--- config.mk ---
export PLATFORM = sky130hd
export DESIGN_NAME = seven_seg_scanner
export DESIGN_NICKNAME = d
export VERILOG_FILES = /design/src/rtl/seven_seg_scanner.sv
export SDC_FILE = /design/constraint.sdc
export NUM_CORES = 1
export LEC_CHECK = 0
export ABC_AREA = 1
export CAP_MARGIN = 20
export CELL_PAD_IN_SITES_DETAIL_PLACEMENT = 0
export CELL_PAD_IN_SITES_GLOBAL_PLACEMENT = 1
export CORE_ASPECT_RATIO = 0.75
export CORE_MARGIN = 4
export CORE_UTILIZATION = 47
export DETAILED_ROUTE_END_ITERATION = 8
export PLACE_DENSITY_LB_ADDON = 0.1
export SLEW_MARGIN = 20
export SYNTH_ARGS = -nofsm -noshare
export SYNTH_HDL_FRONTEND = slang
export SYNTH_SLANG_ARGS = --single-unit
export TNS_END_PERCENT = 30
--- constraint.sdc ---
create_clock -name clk -period 3.5 [get_ports clk]
set_input_delay 0.875 -clock clk [delete_from_list [all_inputs] [get_ports clk]]
set_output_delay 0.875 -clock clk [all_outputs]
set_load 0.005 [all_outputs]
--- src/rtl/seven_seg_scanner.sv ---
// Four-digit common-anode seven-segment scanner with frame-aligned value commit,
// hex decode, optional leading-zero blanking and per-digit decimal points.
module seven_seg_scanner #(
    parameter int REFRESH_DIV = 100000,
    parameter bit BLANK_LZ    = 1'b1
) (
    input  logic        clk,
    input  logic        reset,
    input  logic        load,
    input  logic [15:0] value,
    input  logic [3:0]  dp_mask,
    output logic [6:0]  seg,
    output logic        dp,
    output logic [3:0]  an,
    output logic        frame_start
);

    localparam int CNT_W = $clog2(REFRESH_DIV);
    localparam logic [CNT_W-1:0] CNT_MAX = CNT_W'(REFRESH_DIV - 1);

    logic [CNT_W-1:0] cnt;
    logic [1:0]       idx;
    logic [15:0]      pend_val;
    logic [3:0]       pend_dp;
    logic             pend_flag;
    logic [15:0]      disp_val;
    logic [3:0]       disp_dp;
    logic             tick;
    logic             commit;
    logic [3:0]       nib;
    logic             blank;

    function automatic logic [6:0] hex7(input logic [3:0] n);
        case (n)
            4'h0:    hex7 = 7'b1000000;
            4'h1:    hex7 = 7'b1111001;
            4'h2:    hex7 = 7'b0100100;
            4'h3:    hex7 = 7'b0110000;
            4'h4:    hex7 = 7'b0011001;
            4'h5:    hex7 = 7'b0010010;
            4'h6:    hex7 = 7'b0000010;
            4'h7:    hex7 = 7'b1111000;
            4'h8:    hex7 = 7'b0000000;
            4'h9:    hex7 = 7'b0010000;
            4'hA:    hex7 = 7'b0001000;
            4'hB:    hex7 = 7'b0000011;
            4'hC:    hex7 = 7'b1000110;
            4'hD:    hex7 = 7'b0100001;
            4'hE:    hex7 = 7'b0000110;
            default: hex7 = 7'b0001110;
        endcase
    endfunction

    assign tick   = (cnt == CNT_MAX);
    assign commit = tick && (idx == 2'd3);

    // Prescaler, scan and commit: a load on the commit edge bypasses the pending register
    always_ff @(posedge clk or posedge reset) begin
        if (reset) begin
            cnt         <= '0;
            idx         <= 2'd0;
            pend_flag   <= 1'b0;
            disp_val    <= 16'h0000;
            disp_dp     <= 4'h0;
            frame_start <= 1'b0;
        end else begin
            cnt         <= tick ? '0 : cnt + CNT_W'(1);
            frame_start <= commit;
            if (tick) begin
                idx <= idx + 2'd1;
            end
            if (commit) begin
                pend_flag <= 1'b0;
                if (load) begin
                    disp_val <= value;
                    disp_dp  <= dp_mask;
                end else if (pend_flag) begin
                    disp_val <= pend_val;
                    disp_dp  <= pend_dp;
                end
            end else if (load) begin
                pend_flag <= 1'b1;
            end
        end
    end

    // Pending data is qualified by pend_flag, so it needs no reset
    always_ff @(posedge clk) begin
        if (load) begin
            pend_val <= value;
            pend_dp  <= dp_mask;
        end
    end

    always_comb begin
        nib   = 4'h0;
        blank = 1'b0;
        case (idx)
            2'd0: nib = disp_val[3:0];
            2'd1: begin
                nib   = disp_val[7:4];
                blank = (disp_val[15:4] == 12'h000);
            end
            2'd2: begin
                nib   = disp_val[11:8];
                blank = (disp_val[15:8] == 8'h00);
            end
            default: begin
                nib   = disp_val[15:12];
                blank = (disp_val[15:12] == 4'h0);
            end
        endcase
        if (!BLANK_LZ) begin
            blank = 1'b0;
        end
    end

    // Output register stage
    always_ff @(posedge clk or posedge reset) begin
        if (reset) begin
            an  <= 4'b1111;
            seg <= 7'b1111111;
            dp  <= 1'b1;
        end else if (blank) begin
            an  <= 4'b1111;
            seg <= 7'b1111111;
            dp  <= 1'b1;
        end else begin
            an  <= ~(4'b0001 << idx);
            seg <= hex7(nib);
            dp  <= ~disp_dp[idx];
        end
    end

endmodule

Yosys cells after proc, flatten, opt, wreduce, memory -nomap -nowiden --
Memories as Yosys holds them, arrays and structs flattened. Cells that the tools add are included.
Operators by class: $add $sub $neg 2, order comparisons 1, equality and inequality tests 4, shift operators 1, muxes and demuxes 14, bitwise logic cells 2, reduce and logical (&&, ||, !) cells 8
Operators by type and width (number):
- $mux 16 | 2
- $add 17x1->17 const B | 1
- $eq 17x17->1 const B | 1
- $mux 17 | 1
- $logic_not 12->1 | 1
- $mux 4 | 3
- $pmux 4 s3 | 1
- $logic_not 8->1 | 1
- $mux 7 | 1
- $eq 2x2->1 const B | 2
- $logic_not 4->1 | 1
- $mux 1 | 4
- $not 4->4 | 1
- $reduce_bool 2->1 | 2
- $shl 1x2->4 const A | 1
- $lt 2x3->1 const B | 1
- $pmux 1 s3 | 1
- $add 2x1->2 const B | 1
- $bmux 1 s2 | 1
- $eq 2x1->1 const B | 1
- $logic_not 2->1 | 1
- $reduce_and 2->1 | 1
- $logic_and 1x1->1 | 1
- $not 1->1 | 1
Storage, ports and cells: register bits 73, ROM bits 112, input port bits 23, output and inout port bits 13, logic and storage cells 44, memories kept 1
Memory list:
- (no name shown) | depth 16, bits a word 7, read ports 1, clocked after memory_dff 0, wr ports 0, line 34 | case (n)

Logic depth before layout (Yosys ltp) --
depth in word-level cells 4, mapped depth 13, depth with buffers taken out 13

Least setup slack after synthesis --
Ideal clock, no wire load.
kind register to register, start reg idx[0], end reg seg[5], setup time 0.097 ns, arrival time 2.004 ns, data required time 3.403 ns, slack 1.399 ns, stages on the path, launching flop included 12, path buffers 0, period minus slack after synthesis 2.101 ns, cells stage by stage dfrtp_1 -> inv_1 -> ha_1 -> nand2_1 -> nand2_1 -> o21ai_0 -> inv_1 -> ha_1 -> nand3_1 -> nand2_1 -> nand2_1 -> nand3_1
On the way: cells in the longest elaborated chain, start to end 4, elaborated cells on any way between the ends 7, those cells by class eq/ne (2); mux (3); reduce/logical (1); memory (1)
RTL lines:
- start, declared | line 22 | logic [1:0] idx;
- start signal, assigned | line 70 | idx <= idx + 2'd1;
- $eq 2x2->1 (tied with other cells) | line 98 | case (idx)
- $pmux 4 s3 | line 98
- $mem_v2 16x7
- $mux 7 (*) | line 124 | end else if (blank) begin
- end signal, assigned | line 130 | seg <= hex7(nib);
- end, declared | line 12 | output logic [6:0] seg,
Every way passes the cells marked *; elsewhere a longest branch is shown, timed or not. A chain may end at the register's enable or synchronous reset.

Worst setup path after layout --
start reg idx[0], end reg seg[3]
The elaborated chain is that of the path after synthesis.

==> impl_results.md <==
* Maxcap violations at 0
* Sequential area share after synthesis at about half
* Most frequent cells in the layout: nand2_1, inv_1, dfrtp_1
* Critical Path Start: idx[0]$_DFFE_PP0N_
* Clk sinks at 73
* Max VDD drop at 0.0001864 V
* Synth area leaders: dfrtp_1, edfxtp_1, nand2_1, dfstp_2, inv_1
* Die Ht at 86.23 um
* Syn nets at 468
* Netlist Area Pre-Place at between 3000 and 4000 um^2
* Fill cell count at 730
* Die width at 112.3 um
* Status: complete, no violations
* Final HPWL DP at about 5.5 mm
* Arr. time, crit path at 2.73 ns
* DRC at 0
* Detailed Route WL at ~7.6 mm
* Core area at between 7000 and 8000 um^2
* Setup TNS at 0 ns
* Total grt overflow at 0
* DR WL/cell at 13.01 um
* Critical path class: reg -> reg
* YS warnings at 0
* Avg Inst Size Synth at about 8.9 um^2
* Initial core utilization at about half
* HP Class: reg -> reg
* CTS buffer count at 9
* CTS max path bufs at 2
* I/O Buffers at 35
* Drt pass-1 iters at 4
* Most common cell after layout, fill and taps aside: nand2_1
* Power density over the cells at between 300 and 400 nW/um^2
* Vias per Instance at 4.846
* Number of library cell types mapped by synthesis at 35
* Layout cells sized above 1 at between 10% and 20%
* CTS tree: built
* Yosys top cell area share at 26.75%
* Yosys reg bits at 73
* Initial DRC Count at 149
* Met3 usage at 5.024%
* Cells after synthesis at 433
* Count of final setup violators at 0
* DRT antenna net count at 0
* Global-route usage over all layers at 17.05%
* Diodes inserted at 0
* Root buf cell: clkbuf_8
* Worst-Skew Late Latency at about 0.35 ns
* Setup crit end kind: flop
* Final Critical Period at 2.468 ns
* # resized after CTS at 0
* Max Clock Freq at roughly 0.41 GHz
* P_leak at 2.204 nW
* Hold path start: cnt[0]$_DFF_PP0_
* Met1 Use GR at roughly 27%
* Largest area contributor in the netlist: dfrtp_1
* First-pass GRT wire length at 13.14 mm
* IO Pins at 36
* Htree depth at 3
* Reg-to-reg startpoint: idx[0]$_DFFE_PP0N_
* Worst Skew at ~0.0071 ns
* Die footprint at just under 10000 um^2
* Hold Vio Cnt, Final at 0
* Tot Pwr at 0.001703 W
* Worst Path Required at 3.76 ns
* Largest fanout on the critical path at 7
* Synth-to-Final Area Change at 17.10%
* Reg clk slew, reported paths at 0.08 ns
* Worst slew pin tran at 0.6555 ns
* Fin util at 56.72%
* Final period util at 70.53%
* Largest net degree at the start of global routing at 45
* Design area at ~4500 um^2
* CP startpoint kind: flop
* GR peak layer: met1
* Placer Congestion at 0.8750
* Antenna violations before repair at 0
* Fin. max-slew vios at 0
* DP Area at 4253 um^2
* Max_slew headroom at 55.84%
* Via Count at 2830
* RSZ-0062 raised after global routing: no
* Setup bufs post-CTS at 0
* Hold Buf Count CTS at 0
* Fin nets at 509
* Rows at 28
* Met2 Use GR at 22.50%
* Vias in the first global route at approximately 2700
-- flip-flops by register name (all words and copies together) (netlist names) --
register and count:
an 4, pend_flag 1, idx 2, pend_val 16, seg 7, disp_dp 4
dp 1, frame_start 1, cnt 17, disp_val 16, pend_dp 4
-- metrics by stage --
step | hold slack, ns | cells | worst slack, ns
global route | 0.5010 | 584 | 0.6937
CTS | 0.4735 | 583 | 1.009
finish | 0.4656 | 584 | 1.032
floorplan | 0.4289 | 433 | 1.359
global placement | 0.4568 | 567 | 1.142
detailed placement | 0.4625 | 567 | 1.030
-- area by class of cell --
cell class	count	area (um^2)	area share (%)
repair buffers	41	402.9	8.972
inverters	79	296.5	6.603
clock buffers	9	123.9	2.758
flip-flops and latches	73	1942	43.24
clock inverters	7	93.84	2.090
well taps	105	131.4	2.926
multi-input cells	270	1500	33.41
-- synth_stat cells (all sizes together) --
library cell and instances:
o21ai 7, nor2 31, nand3 32, clkbuf 3
o21bai 2, a31oi 1, dfrtp 41, nand2 121
dfstp 12, inv 79, nand3b 1, ha 12
a21oi 9, edfxtp 20, nor4 1, xor2 5
o22ai 1, mux2i 20, nand4 21, buf 8
nor3 5, or2 1
-- worst paths after layout --
check | endpoint | slack (ns) | cells past startpoint
worst min-delay path | cnt[0]$_DFF_PP0_ | 0.47 | 1
min in group asynchronous | cnt[7]$_DFF_PP0_ | 0.78 | 2
worst max register to register | seg[3]$_DFF_PP1_ | 1.03 | 11
max in group asynchronous | seg[0]$_DFF_PP1_ | 2.25 | 3
worst max-delay path | seg[3]$_DFF_PP1_ | 1.03 | 11
worst min register to register | cnt[0]$_DFF_PP0_ | 0.47 | 1
-- layer usage --
layer  vias up  wire (um)
li1       1456          -
met1      1313       4171
met2        57       3039
met3         4        346
met4         0         40
met5         -          0
-- kinds of logic after synthesis --
kind of cell	Yosys count	synth area share [%]
AO/OA/AOI/OAI	20	2.904
XOR/XNOR	5	1.338
adder cells (fa/ha/maj)	12	3.915
buffers and inverters	90	10.24
flip-flops	73	50.64
multiplexers	20	5.220
AND/OR/NAND/NOR	213	25.74
-- where the power goes --
part / leakage [nW] / total, W / switching [W] / internal [W]
logic: 1.33 / 0.0000712 / 0.0000341 / 0.0000372
clock network: 0.107 / 0.000731 / 0.000329 / 0.000401
registers: 0.769 / 0.000901 / 0.00000423 / 0.000897
-- worst max-delay path, cell delays in order, from the launching register on --
cell and delay, ns:
dfrtp_1 0.50, inv_1 0.14, ha_1 0.29, nand2_1 0.09, nand2_1 0.05, o21ai_0 0.52, inv_1 0.19, ha_1 0.27
nand3_1 0.13, nand3_1 0.09, nand2_1 0.07, nand2_1 0.05
Note: power is estimated with default switching activity, not from simulation.
